**src/rtl/peripheral_dbg_tap_pkg.sv**
```systemverilog
// Shared TAP state encodings and instruction opcodes for the debug TAP controller.
package peripheral_dbg_tap_pkg;

  typedef enum logic [3:0] {
    TAP_EX2DR = 4'h0,
    TAP_EX1DR = 4'h1,
    TAP_SHDR  = 4'h2,
    TAP_PDR   = 4'h3,
    TAP_SELIR = 4'h4,
    TAP_UPDR  = 4'h5,
    TAP_CAPDR = 4'h6,
    TAP_SELDR = 4'h7,
    TAP_EX2IR = 4'h8,
    TAP_EX1IR = 4'h9,
    TAP_SHIR  = 4'hA,
    TAP_PIR   = 4'hB,
    TAP_RTI   = 4'hC,
    TAP_UPIR  = 4'hD,
    TAP_CAPIR = 4'hE,
    TAP_TLR   = 4'hF
  } tap_state_e;

  // Opcodes are width-independent integers; BYPASS is all-ones at any IR width.
  localparam int OPC_EXTEST         = 0;
  localparam int OPC_SAMPLE_PRELOAD = 1;
  localparam int OPC_IDCODE         = 2;
  localparam int OPC_USERCODE       = 3;

  function automatic int opc_bypass(input int ir_len);
    return (1 << ir_len) - 1;
  endfunction

endpackage

```
**src/rtl/peripheral_dbg_tap_multi_if.sv**
```systemverilog
// JTAG pad-side serial bundle: TMS/TDI into the TAP, TDO and its enable out.
interface peripheral_dbg_tap_multi_if;
  logic tms_pad_i;
  logic tdi_pad_i;
  logic tdo_pad_o;
  logic tdo_padoe_o;

  modport slave  (input tms_pad_i, input tdi_pad_i, output tdo_pad_o, output tdo_padoe_o);
  modport master (output tms_pad_i, output tdi_pad_i, input tdo_pad_o, input tdo_padoe_o);
endinterface

```
**src/rtl/peripheral_dbg_tap_fsm.sv**
```systemverilog
// 16-state 1149.1 TAP state machine with registered state and combinational decodes.
module peripheral_dbg_tap_fsm
  import peripheral_dbg_tap_pkg::*;
(
  input  logic       i_tck,
  input  logic       i_trst_n,
  input  logic       i_tms,
  output tap_state_e o_state,
  output logic       o_tlr,
  output logic       o_rti,
  output logic       o_capdr,
  output logic       o_shdr,
  output logic       o_pdr,
  output logic       o_updr
);

  tap_state_e r_state;
  tap_state_e w_next;

  always_ff @(posedge i_tck or negedge i_trst_n) begin
    if (!i_trst_n) r_state <= TAP_TLR;
    else           r_state <= w_next;
  end

  always_comb begin
    w_next = r_state;
    unique case (r_state)
      TAP_TLR:   w_next = i_tms ? TAP_TLR   : TAP_RTI;
      TAP_RTI:   w_next = i_tms ? TAP_SELDR : TAP_RTI;
      TAP_SELDR: w_next = i_tms ? TAP_SELIR : TAP_CAPDR;
      TAP_CAPDR: w_next = i_tms ? TAP_EX1DR : TAP_SHDR;
      TAP_SHDR:  w_next = i_tms ? TAP_EX1DR : TAP_SHDR;
      TAP_EX1DR: w_next = i_tms ? TAP_UPDR  : TAP_PDR;
      TAP_PDR:   w_next = i_tms ? TAP_EX2DR : TAP_PDR;
      TAP_EX2DR: w_next = i_tms ? TAP_UPDR  : TAP_SHDR;
      TAP_UPDR:  w_next = i_tms ? TAP_SELDR : TAP_RTI;
      TAP_SELIR: w_next = i_tms ? TAP_TLR   : TAP_CAPIR;
      TAP_CAPIR: w_next = i_tms ? TAP_EX1IR : TAP_SHIR;
      TAP_SHIR:  w_next = i_tms ? TAP_EX1IR : TAP_SHIR;
      TAP_EX1IR: w_next = i_tms ? TAP_UPIR  : TAP_PIR;
      TAP_PIR:   w_next = i_tms ? TAP_EX2IR : TAP_PIR;
      TAP_EX2IR: w_next = i_tms ? TAP_UPIR  : TAP_SHIR;
      TAP_UPIR:  w_next = i_tms ? TAP_SELDR : TAP_RTI;
      default:   w_next = TAP_TLR;
    endcase
  end

  assign o_state = r_state;
  assign o_tlr   = (r_state == TAP_TLR);
  assign o_rti   = (r_state == TAP_RTI);
  assign o_capdr = (r_state == TAP_CAPDR);
  assign o_shdr  = (r_state == TAP_SHDR);
  assign o_pdr   = (r_state == TAP_PDR);
  assign o_updr  = (r_state == TAP_UPDR);

endmodule

```
**src/rtl/peripheral_dbg_tap_multi.sv**
```systemverilog
// Debug TAP top: IR, IDCODE/USERCODE and bypass registers, instruction decode
// into boundary-scan and user-chain selects, and the falling-edge TDO mux.
module peripheral_dbg_tap_multi
  import peripheral_dbg_tap_pkg::*;
#(
  parameter logic [31:0]          IDCODE_VALUE   = 32'h149511c3,
  parameter logic [31:0]          USERCODE_VALUE = 32'h00000000,
  parameter int                   IR_LENGTH      = 4,
  parameter logic [IR_LENGTH-1:0] IR_CAPTURE     = IR_LENGTH'('b0101),
  parameter int                   CHAIN_BASE     = 8,
  parameter int                   NUM_CHAINS     = 2
) (
  input  logic                  tck_pad_i,
  input  logic                  trst_pad_i,
  peripheral_dbg_tap_multi_if.slave jtag,
  output logic [3:0]            tap_state_o,
  output logic                  test_logic_reset_o,
  output logic                  run_test_idle_o,
  output logic                  capture_dr_o,
  output logic                  shift_dr_o,
  output logic                  pause_dr_o,
  output logic                  update_dr_o,
  output logic                  extest_select_o,
  output logic                  sample_preload_select_o,
  output logic [NUM_CHAINS-1:0] chain_select_o,
  output logic                  tdo_o,
  input  logic                  bs_chain_tdi_i,
  input  logic [NUM_CHAINS-1:0] chain_tdi_i
);

  localparam logic [IR_LENGTH-1:0] L_EXTEST   = IR_LENGTH'(OPC_EXTEST);
  localparam logic [IR_LENGTH-1:0] L_SAMPLE   = IR_LENGTH'(OPC_SAMPLE_PRELOAD);
  localparam logic [IR_LENGTH-1:0] L_IDCODE   = IR_LENGTH'(OPC_IDCODE);
  localparam logic [IR_LENGTH-1:0] L_USERCODE = IR_LENGTH'(OPC_USERCODE);

  tap_state_e w_state;
  logic       w_tlr, w_capdr, w_shdr, w_updr;

  peripheral_dbg_tap_fsm u_fsm (
    .i_tck    (tck_pad_i),
    .i_trst_n (trst_pad_i),
    .i_tms    (jtag.tms_pad_i),
    .o_state  (w_state),
    .o_tlr    (w_tlr),
    .o_rti    (run_test_idle_o),
    .o_capdr  (w_capdr),
    .o_shdr   (w_shdr),
    .o_pdr    (pause_dr_o),
    .o_updr   (w_updr)
  );

  logic [IR_LENGTH-1:0] r_ir_sr;
  logic [IR_LENGTH-1:0] r_ir;
  logic [31:0]          r_id;
  logic                 r_bypass;
  logic                 r_tdo;
  logic                 r_tdo_oe;

  logic                  w_shir;
  logic [IR_LENGTH-1:0]  w_ir_eff;
  logic                  w_sel_ext, w_sel_sp, w_sel_id, w_sel_uc, w_sel_byp;
  logic [NUM_CHAINS-1:0] w_chain_sel;

  assign w_shir = (w_state == TAP_SHIR);

  always_ff @(posedge tck_pad_i or negedge trst_pad_i) begin
    if (!trst_pad_i) begin
      r_ir_sr <= IR_CAPTURE;
      r_ir    <= L_IDCODE;
    end else begin
      if (w_state == TAP_CAPIR)   r_ir_sr <= IR_CAPTURE;
      else if (w_shir)            r_ir_sr <= {jtag.tdi_pad_i, r_ir_sr[IR_LENGTH-1:1]};
      if (w_tlr)                  r_ir    <= L_IDCODE;
      else if (w_state == TAP_UPIR) r_ir  <= r_ir_sr;
    end
  end

  always_ff @(posedge tck_pad_i or negedge trst_pad_i) begin
    if (!trst_pad_i) begin
      r_id     <= IDCODE_VALUE;
      r_bypass <= 1'b0;
    end else begin
      if (w_capdr) begin
        if (w_sel_id)      r_id <= IDCODE_VALUE;
        else if (w_sel_uc) r_id <= USERCODE_VALUE;
        r_bypass <= 1'b0;
      end else if (w_shdr) begin
        r_id     <= {jtag.tdi_pad_i, r_id[31:1]};
        r_bypass <= jtag.tdi_pad_i;
      end
    end
  end

  // TLR overrides the latched IR immediately so no stale chain select survives a TMS reset.
  assign w_ir_eff = w_tlr ? L_IDCODE : r_ir;

  always_comb begin
    w_chain_sel = '0;
    for (int k = 0; k < NUM_CHAINS; k++) begin
      if (w_ir_eff == IR_LENGTH'(CHAIN_BASE + k)) w_chain_sel[k] = 1'b1;
    end
  end

  assign w_sel_ext = (w_ir_eff == L_EXTEST);
  assign w_sel_sp  = (w_ir_eff == L_SAMPLE);
  assign w_sel_id  = (w_ir_eff == L_IDCODE);
  assign w_sel_uc  = (w_ir_eff == L_USERCODE);
  assign w_sel_byp = ~(w_sel_ext | w_sel_sp | w_sel_id | w_sel_uc | (|w_chain_sel));

  always_ff @(negedge tck_pad_i or negedge trst_pad_i) begin
    if (!trst_pad_i) begin
      r_tdo    <= 1'b0;
      r_tdo_oe <= 1'b0;
    end else begin
      r_tdo_oe <= w_shir | w_shdr;
      if (w_shir)                        r_tdo <= r_ir_sr[0];
      else if (w_shdr) begin
        if (w_sel_id | w_sel_uc)         r_tdo <= r_id[0];
        else if (w_sel_ext | w_sel_sp)   r_tdo <= bs_chain_tdi_i;
        else if (|w_chain_sel)           r_tdo <= |(w_chain_sel & chain_tdi_i);
        else if (w_sel_byp)              r_tdo <= r_bypass;
      end
    end
  end

  assign jtag.tdo_pad_o          = r_tdo;
  assign jtag.tdo_padoe_o        = r_tdo_oe;
  assign tap_state_o             = w_state;
  assign test_logic_reset_o      = w_tlr;
  assign capture_dr_o            = w_capdr;
  assign shift_dr_o              = w_shdr;
  assign update_dr_o             = w_updr;
  assign extest_select_o         = w_sel_ext;
  assign sample_preload_select_o = w_sel_sp;
  assign chain_select_o          = w_chain_sel;
  assign tdo_o                   = jtag.tdi_pad_i;

endmodule

```
**src/flat_wrapper.sv**
```systemverilog
// flat-port wrapper written by rule: the top's interface ports become plain ports
module peripheral_dbg_tap_multi_flat import peripheral_dbg_tap_pkg::*;
#(
  parameter logic [31:0]          IDCODE_VALUE   = 32'h149511c3,
  parameter logic [31:0]          USERCODE_VALUE = 32'h00000000,
  parameter int                   IR_LENGTH      = 4,
  parameter logic [IR_LENGTH-1:0] IR_CAPTURE     = IR_LENGTH'('b0101),
  parameter int                   CHAIN_BASE     = 8,
  parameter int                   NUM_CHAINS     = 2
)
  (tck_pad_i, trst_pad_i, tap_state_o, test_logic_reset_o, run_test_idle_o, capture_dr_o, shift_dr_o, pause_dr_o, update_dr_o, extest_select_o, sample_preload_select_o, chain_select_o, tdo_o, bs_chain_tdi_i, chain_tdi_i, jtag_tms_pad_i, jtag_tdi_pad_i, jtag_tdo_pad_o, jtag_tdo_padoe_o);
  peripheral_dbg_tap_multi_if jtag_i ();
  input  logic tck_pad_i;
  input  logic trst_pad_i;
  output logic [3:0] tap_state_o;
  output logic test_logic_reset_o;
  output logic run_test_idle_o;
  output logic capture_dr_o;
  output logic shift_dr_o;
  output logic pause_dr_o;
  output logic update_dr_o;
  output logic extest_select_o;
  output logic sample_preload_select_o;
  output logic [NUM_CHAINS-1:0] chain_select_o;
  output logic tdo_o;
  input  logic bs_chain_tdi_i;
  input  logic [NUM_CHAINS-1:0] chain_tdi_i;
  input wire logic [$bits(jtag_i.tms_pad_i)-1:0] jtag_tms_pad_i;
  input wire logic [$bits(jtag_i.tdi_pad_i)-1:0] jtag_tdi_pad_i;
  output wire logic [$bits(jtag_i.tdo_pad_o)-1:0] jtag_tdo_pad_o;
  output wire logic [$bits(jtag_i.tdo_padoe_o)-1:0] jtag_tdo_padoe_o;
  assign jtag_i.tms_pad_i = jtag_tms_pad_i;
  assign jtag_i.tdi_pad_i = jtag_tdi_pad_i;
  assign jtag_tdo_pad_o = jtag_i.tdo_pad_o;
  assign jtag_tdo_padoe_o = jtag_i.tdo_padoe_o;
  peripheral_dbg_tap_multi #(.IDCODE_VALUE(IDCODE_VALUE), .USERCODE_VALUE(USERCODE_VALUE), .IR_LENGTH(IR_LENGTH), .IR_CAPTURE(IR_CAPTURE), .CHAIN_BASE(CHAIN_BASE), .NUM_CHAINS(NUM_CHAINS)) u_core (.tck_pad_i(tck_pad_i), .trst_pad_i(trst_pad_i), .jtag(jtag_i), .tap_state_o(tap_state_o), .test_logic_reset_o(test_logic_reset_o), .run_test_idle_o(run_test_idle_o), .capture_dr_o(capture_dr_o), .shift_dr_o(shift_dr_o), .pause_dr_o(pause_dr_o), .update_dr_o(update_dr_o), .extest_select_o(extest_select_o), .sample_preload_select_o(sample_preload_select_o), .chain_select_o(chain_select_o), .tdo_o(tdo_o), .bs_chain_tdi_i(bs_chain_tdi_i), .chain_tdi_i(chain_tdi_i));
endmodule
```
**config.mk**
```make
export PLATFORM = sky130hd
export DESIGN_NAME = peripheral_dbg_tap_multi_flat
export DESIGN_NICKNAME = d
export VERILOG_FILES = /design/src/rtl/peripheral_dbg_tap_pkg.sv /design/src/rtl/peripheral_dbg_tap_multi_if.sv /design/src/rtl/peripheral_dbg_tap_fsm.sv /design/src/rtl/peripheral_dbg_tap_multi.sv /design/src/flat_wrapper.sv
export SDC_FILE = /design/constraint.sdc
export NUM_CORES = 1
export LEC_CHECK = 0
export CELL_PAD_IN_SITES_DETAIL_PLACEMENT = 0
export CELL_PAD_IN_SITES_GLOBAL_PLACEMENT = 1
export CORE_AREA = 2 2 75 77
export DETAILED_ROUTE_END_ITERATION = 10
export DIE_AREA = 0 0 77 79
export DONT_BUFFER_PORTS = 1
export PLACE_DENSITY_LB_ADDON = 0.08
export SYNTH_ARGS = -nofsm -noshare
export SYNTH_HDL_FRONTEND = slang
export SYNTH_HIERARCHICAL = 1
export SYNTH_SLANG_ARGS = --single-unit
```
**constraint.sdc**
```tcl
create_clock -name tck_pad_i -period 1.8 [get_ports tck_pad_i]
set_input_delay 0.36 -clock tck_pad_i [delete_from_list [all_inputs] [get_ports tck_pad_i]]
set_output_delay 0.36 -clock tck_pad_i [all_outputs]
set_load 0.01 [all_outputs]
```
==> results.txt, run 1 <==
status: finished, violations left
failing checks: negative setup slack
final setup violation count: 21
gr usage total: 15.6%
Leakage: 1.24 nW
Worst EP arrival: 1.47 ns
R2R depth: 6
Hold Crit Depth: 1
root buffer cell: clkbuf_8
drt initial violations: 60
Core Area: 5340 um^2
CP dominant cell by count: nor2_4
1st-pass router iterations: 4
initial antenna violation count: 0
most used standard cells in the synthesized netlist: dfrtp_1 (26), a22o_1 (21), dfstp_2 (19), nor2_1 (15), nand2_1 (12)
Finished Cell Area: 2730 um^2
layout cells sized above 1: 43.6%
Post-Syn Nets: 178
setup slack at placement: -0.517 ns
IO Pins: 24
Final Wtd Congestion: 0.725
Reg-to-Reg End: u_core/jtag.tdo_padoe_o
CP required: 1.05 ns
Starting Density: 38.0%
count of cell types in the netlist: 37
# nets final: 217
largest net degree at the start of global routing: 46
Hold WC Path Type: primary input to flip-flop
GR Util met3: 3.98%
final wirelength: 4570 um
post-synthesis instance area: 2030 um^2
CTS H-Tree Depth: 2
top cell type's share of synthesized area: 32.1%
Power Density: 1790 nW/um^2
met2 Use GR: 22.7%
Seq/Total Area, Yosys: 59.1%
Inst Count DP: 264
unrepaired setup endpoints after global routing: yes
Top FF cell, synth: dfrtp_1
WL/cell: 16.2 um
DP Area: 2370 um^2
drt via density: 5.34
CTS tree: yes
Port Buf Inserts: 0
Post-Route Skew: 0.00256 ns
fin. max-slew vios: 0
syn_area_per_cell: 11.9 um^2
CP max FO: 4
CP startpoint kind: flip-flop
R2R Path Start: u_core/u_fsm/o_state[0]
worst setup slack after layout: -0.415 ns
worst-margin pin slew: 0.359 ns
Antenna Cells: 0
Max IR drop VDD: 0.751 mV
Post-Layout Cell Count: 283
Syn Inst Count: 171
Yosys top cell by area: dfrtp_1
CP peak stage delay: 0.61 ns
filler cell count: 520
row count: 27
Worst Setup Path Type: flip-flop to flip-flop
die area: 6080 um^2
crit path from: u_core/u_fsm/o_state[0]
GRT overflow: 0
warnings from Yosys: 6
CP max stage cell: dfstp_2
die height: 79 um
first-pass GRT wire length: 7430 um
most frequent cell after synthesis: dfrtp_1
Worst-Skew Late Latency: 0.30 ns
worst hold path endpoint: u_core/u_fsm/o_state[1]
flops & latches, synth: 47
min-delay src: jtag_tms_pad_i
busiest grt layer: met1
vias: 1511
clk sinks: 47
Rel. slew slack: 75.9%
cts bufs inserted: 5
Post-synth EDFFs: 0
Critical Path, Cell by Cell: nor2_4, nand2_4, nor2_4, buf_4, buf_6, o21bai_1
vias in the first global route: 1467
Hold Slack: 0.153 ns
clock transition at the registers of the reported paths: 0.09 ns
GRT met1 Usage: 22.8%
Detail Route Antenna Nets: 0
# DRC: 0
Async SR Flop Fraction: 100%
nature of the critical path endpoint: flip-flop
synthesis-to-layout area growth: 34.7%
Fin. Hold Viols: 0
Die Wd: 77 um
R2R Setup Slk: -0.41 ns
top cells by area, synth: dfrtp_1 (32%), dfstp_2 (25%), a22o_1 (9.1%)
final HPWL from detailed placement: 2970 um
Tot Pwr: 4.88 mW
Clock Tree Buf Depth: 2
Max-Cap Viols: 0
[per-layer routing]
metal / part of all wire (%) / routed length, um
met3: 4.7 / 214
met2: 44 / 2030
met1: 50 / 2290
met4: 0.87 / 40
met5: 0 / 0
[worst max-delay path by stage]
| stage | endpoint | slack [ns] |
|---|---|---|
| final | u_core/jtag.tdo_padoe_o | -0.41 |
| after global placement | u_core/jtag.tdo_pad_o | -0.39 |
| after CTS | u_core/jtag.tdo_pad_o | -0.36 |
| after detailed placement | u_core/jtag.tdo_pad_o | -0.52 |
| after global routing | u_core/jtag.tdo_pad_o | -0.49 |
| after floorplan | u_core/jtag.tdo_pad_o | -0.53 |
[power by group]
part	internal, mW	total (mW)	switching, mW
combinational	1.11	2.00	0.888
sequential	1.69	2.09	0.400
clock	0.421	0.793	0.372
[logic make-up after synthesis]
logic type             synth area share (%)
AND/OR/NAND/NOR                        12.2
flip-flops                             59.1
buffers and inverters                  4.69
multiplexers                           2.47
AO/OA/AOI/OAI                          21.5
[cell type report]
class                           count  area (um^2)  area share [%]
Clock buffer                        5         68.8            2.52
Multi-Input combinational cell    107          871            31.9
Inverter                            3         11.3           0.412
Timing Repair Buffer               46          445            16.3
Sequential cell                    47         1200            43.9
Clock inverter                      3         47.5            1.74
Tap cell                           72         90.1            3.30
[registers in the layout, indices dropped and copies added (netlist names)]
name,flops
u_core/u_fsm/o_state,4
u_core/r_ir_sr,4
u_core/r_ir,4
u_core/jtag.tdo_padoe_o,1
u_core/jtag.tdo_pad_o,1
u_core/r_bypass,1
u_core/r_id,32
[worst max-delay path: cells and delay by family, from the launching register on]
kind / cells / cell delay [ns]
simple gates: 3 / 0.18
compound gates: 1 / 0.14
buf+inv: 2 / 0.24
flops: 1 / 0.61
[metrics by stage]
step           TNS, ns  util [%]
3_3_place_gp     -1.68      44.4
4_1_cts          -1.97      49.2
2_1_floorplan   -0.808         -
5_1_grt          -3.63      51.2
3_5_place_dp     -1.46      44.4
6_report         -2.53      51.2
[what timing repair did]
action | CTS | global route
pin swaps | 9 | 9
resized for setup | 15 | 17
endpoints found under the setup margin | 44 | 45
cloned | 0 | 0
endpoints found under the hold margin | 45 | 0
hold buffers | 2 | 0
setup buffers | 5 | 5
[placed cells by master (no fill, tap or decap), types with 5 or more instances in the layout]
master / synthesis / layout
clkbuf_8: 0 / 5
nand2_1: 12 / 8
a22o_1: 21 / 21
o21ai_0: 7 / 7
buf_4: 1 / 29
dfstp_2: 19 / 19
nor2_1: 15 / 13
o221a_1: 10 / 10
mux2i_1: 5 / 5
dfrtp_1: 26 / 26
buf_6: 3 / 12
No activity file was read; power rests on OpenSTA's default activity.
==> run 2: changes to the inputs <==
--- a/config.mk
+++ b/config.mk
@@ -7,9 +7,9 @@
 export LEC_CHECK = 0
 export CELL_PAD_IN_SITES_DETAIL_PLACEMENT = 0
 export CELL_PAD_IN_SITES_GLOBAL_PLACEMENT = 1
-export CORE_AREA = 2 2 75 77
+export CORE_AREA = 2 2 71 73
 export DETAILED_ROUTE_END_ITERATION = 10
-export DIE_AREA = 0 0 77 79
+export DIE_AREA = 0 0 73 75
 export DONT_BUFFER_PORTS = 1
 export PLACE_DENSITY_LB_ADDON = 0.08
 export SYNTH_ARGS = -nofsm -noshare
==> run 2 against run 1 <==
Net effect:
- the flow still finishes with violations (negative setup slack)
- register-to-register slack worse by 0.02 ns
- utilization is 11 points higher
- worst setup slack worse by 0.018 ns
- wire length is 10% higher
- clock power is 21% lower
- power is 3.0% higher
- global-route usage is 2.9 points higher
- die area is 10% lower
- combinational power is 17% higher
- cell count is 0.71% lower
- largest cell class unchanged
- sequential power hardly changed
==> results.txt, run 2 (synthesized netlist as in run 1, its figures left out) <==
Rel. slew slack: 74.2% (was 75.9%)
final HPWL from detailed placement: 2930 um (was 2970 um)
clock share of power: 12.4% (was 16.3%)
worst hold path endpoint: u_core/u_fsm/o_state[1] (unchanged)
R2R Setup Slk: -0.43 ns (was -0.41 ns)
first-pass GRT wire length: 7710 um (was 7430 um)
Psw: 1.76 mW (was 1.66 mW)
min-delay src: jtag_tms_pad_i (unchanged)
Internal Power: 3.27 mW (was 3.22 mW)
most common cell after layout, fill and taps aside: buf_4 (unchanged)
final wirelength: 5040 um (was 4570 um)
Max-Cap Viols: 0 (unchanged)
Finished Cell Area: 2910 um^2 (was 2730 um^2)
unrepaired setup endpoints after global routing: yes (unchanged)
synthesis-to-layout area growth: 43.2% (was 34.7%)
Reg area: 1200 um^2 (about the same)
Die Wd: 73 um (was 77 um)
CTS tree: yes (unchanged)
CP required: 1.05 ns (about the same)
Post-Layout Cell Count: 281 (was 283)
largest net degree at the start of global routing: 46 (unchanged)
Leakage: 1.33 nW (was 1.24 nW)
Biggest register: u_core/r_id (unchanged)
CTS H-Tree Depth: 2 (unchanged)
Reg-to-Reg End: u_core/jtag.tdo_pad_o (was u_core/jtag.tdo_padoe_o)
Fin. Hold Viols: 0 (unchanged)
Antenna Cells: 0 (unchanged)
R2R Path Start: u_core/u_fsm/o_state[1] (was u_core/u_fsm/o_state[0])
Hold Slack: 0.151 ns (was 0.153 ns)
# nets final: 233 (was 217)
Hold WC Path Type: primary input to flip-flop (unchanged)
GRT overflow: 0 (unchanged)
Tot Pwr: 5.03 mW (was 4.88 mW)
clk sinks: 47 (unchanged)
gr usage total: 18.5% (was 15.6%)
Port Buf Inserts: 0 (unchanged)
Worst-Skew Late Latency: 0.30 ns (about the same)
R2R depth: 7 (was 6)
die area: 5480 um^2 (was 6080 um^2)
Worst EP arrival: 1.48 ns (was 1.47 ns)
drt initial violations: 90 (was 60)
Core Area: 4660 um^2 (was 5340 um^2)
Comb power frac: 46.4% (was 41.0%)
clock transition at the registers of the reported paths: 0.08 ns (was 0.09 ns)
nature of the critical path endpoint: flip-flop (unchanged)
IO Pins: 24 (unchanged)
Detail Route Antenna Nets: 0 (unchanged)
Worst Setup Path Type: flip-flop to flip-flop (unchanged)
initial antenna violation count: 0 (unchanged)
status: finished, violations left (unchanged)
CP max FO: 4 (unchanged)
sw frac: 35.1% (was 34.0%)
fin. max-slew vios: 0 (unchanged)
sequential power share: 41.2% (was 42.7%)
Multi-input gate area: 942 um^2 (was 871 um^2)
failing checks: negative setup slack (unchanged)
vias: 1582 (was 1511)
most frequent cells in the layout: buf_4 (39), dfrtp_1 (25), a22o_1 (21) (was buf_4 (29), dfrtp_1 (26), a22o_1 (21))
Final Wtd Congestion: 0.759 (was 0.725)
root buffer cell: clkbuf_8 (unchanged)
# DRC: 0 (unchanged)
Starting Density: 43.5% (was 38.0%)
final setup violation count: 38 (was 21)
Clock Tree Buf Depth: 2 (unchanged)
layout cells sized above 1: 51.5% (was 43.6%)
1st-pass router iterations: 4 (unchanged)
drt via density: 5.63 (was 5.34)
die height: 75 um (was 79 um)
Post-Route Skew: 0.00885 ns (was 0.00256 ns)
Hold Crit Depth: 1 (unchanged)
worst setup slack after layout: -0.433 ns (was -0.415 ns)
worst-margin pin slew: 0.385 ns (was 0.359 ns)
filler cell count: 352 (was 520)
DP Area: 2320 um^2 (was 2370 um^2)
vias in the first global route: 1539 (was 1467)
Inst Count DP: 246 (was 264)
cts bufs inserted: 5 (unchanged)
max FFs per register: 32 (unchanged)
Max IR drop VDD: 0.869 mV (was 0.751 mV)
Power Density: 1730 nW/um^2 (was 1790 nW/um^2)
CP startpoint kind: flip-flop (unchanged)
WL/cell: 18.0 um (was 16.2 um)
row count: 25 (was 27)
[run 2: changes by cell type in the layout (fill, tap and decap cells not counted), sizes merged]
cell / previous run / this run
clkbuf: 5 / 8
buf: 45 / 58
inv: 4 / 3
a21o: 2 / 3
bufinv: 1 / 0
clkinv: 1 / 2
[run 2: worst max-delay path: stages, from the launching register on]
cell	delay, ns
dfstp_2	0.40
buf_12	0.13
nand2_4	0.06
nor2_4	0.05
nor4b_4	0.29
nand2_1	0.08
nand4b_1	0.12
a21oi_2	0.06
[run 2: per-stage QoR]
step           setup TNS [ns]  utilization (%)  setup slack, ns
4_1_cts                 -2.13             54.9           -0.352
3_3_place_gp            -1.61             49.9           -0.381
3_5_place_dp            -2.43             49.9           -0.456
6_report                -3.21             62.3           -0.433
5_1_grt                 -5.76             62.3           -0.492
2_1_floorplan          -0.808                -           -0.527
[run 2: how the worst max path moves through the flow]
stage                             from  cells past startpoint                     to
6_report       u_core/u_fsm/o_state[1]                      7  u_core/jtag.tdo_pad_o
2_1_floorplan  u_core/u_fsm/o_state[1]                      6  u_core/jtag.tdo_pad_o
5_1_grt        u_core/u_fsm/o_state[1]                      7  u_core/jtag.tdo_pad_o
3_3_place_gp   u_core/u_fsm/o_state[3]                      6  u_core/jtag.tdo_pad_o
3_5_place_dp   u_core/u_fsm/o_state[3]                      6  u_core/jtag.tdo_pad_o
4_1_cts        u_core/u_fsm/o_state[1]                      5  u_core/jtag.tdo_pad_o
[run 2: repair_timing]
action                                  in CTS  in global routing
buffers inserted                            10                 14
gates resized for setup                     17                 40
hold endpoints to repair                    45                  0
pin swaps                                    7                 41
endpoints found under the setup margin      43                 45
hold buffers                                 2                  0
cloned                                       0                  6
[run 2: final cells by class]
class | instances | share of cell area (%)
Timing Repair Buffer | 61 | 20.5
Tap cell | 54 | 2.33
Inverter | 3 | 0.388
Multi-Input combinational cell | 108 | 32.4
Clock inverter | 2 | 0.474
Clock buffer | 6 | 2.50
Sequential cell | 47 | 41.3
[run 2: power by group through the flow]
stage | Combinational [mW] | Clock, mW | Sequential [mW]
global placement | 1.58 | 0 | 2.05
detailed placement | 1.63 | 0 | 2.07
global route | 2.55 | 0.690 | 2.13
CTS | 1.84 | 0.646 | 2.05
finish | 2.34 | 0.623 | 2.07
floorplan | 1.13 | 0 | 1.99
[run 2: layer usage]
| layer | track usage (%) | wire, um | vias to the layer above |
|---|---|---|---|
| met5 | 0 | 0 | - |
| met3 | 3.35 | 172 | 4 |
| met4 | 5.56 | 41 | 0 |
| li1 | - | - | 744 |
| met2 | 27.5 | 2300 | 22 |
| met1 | 27.6 | 2530 | 812 |
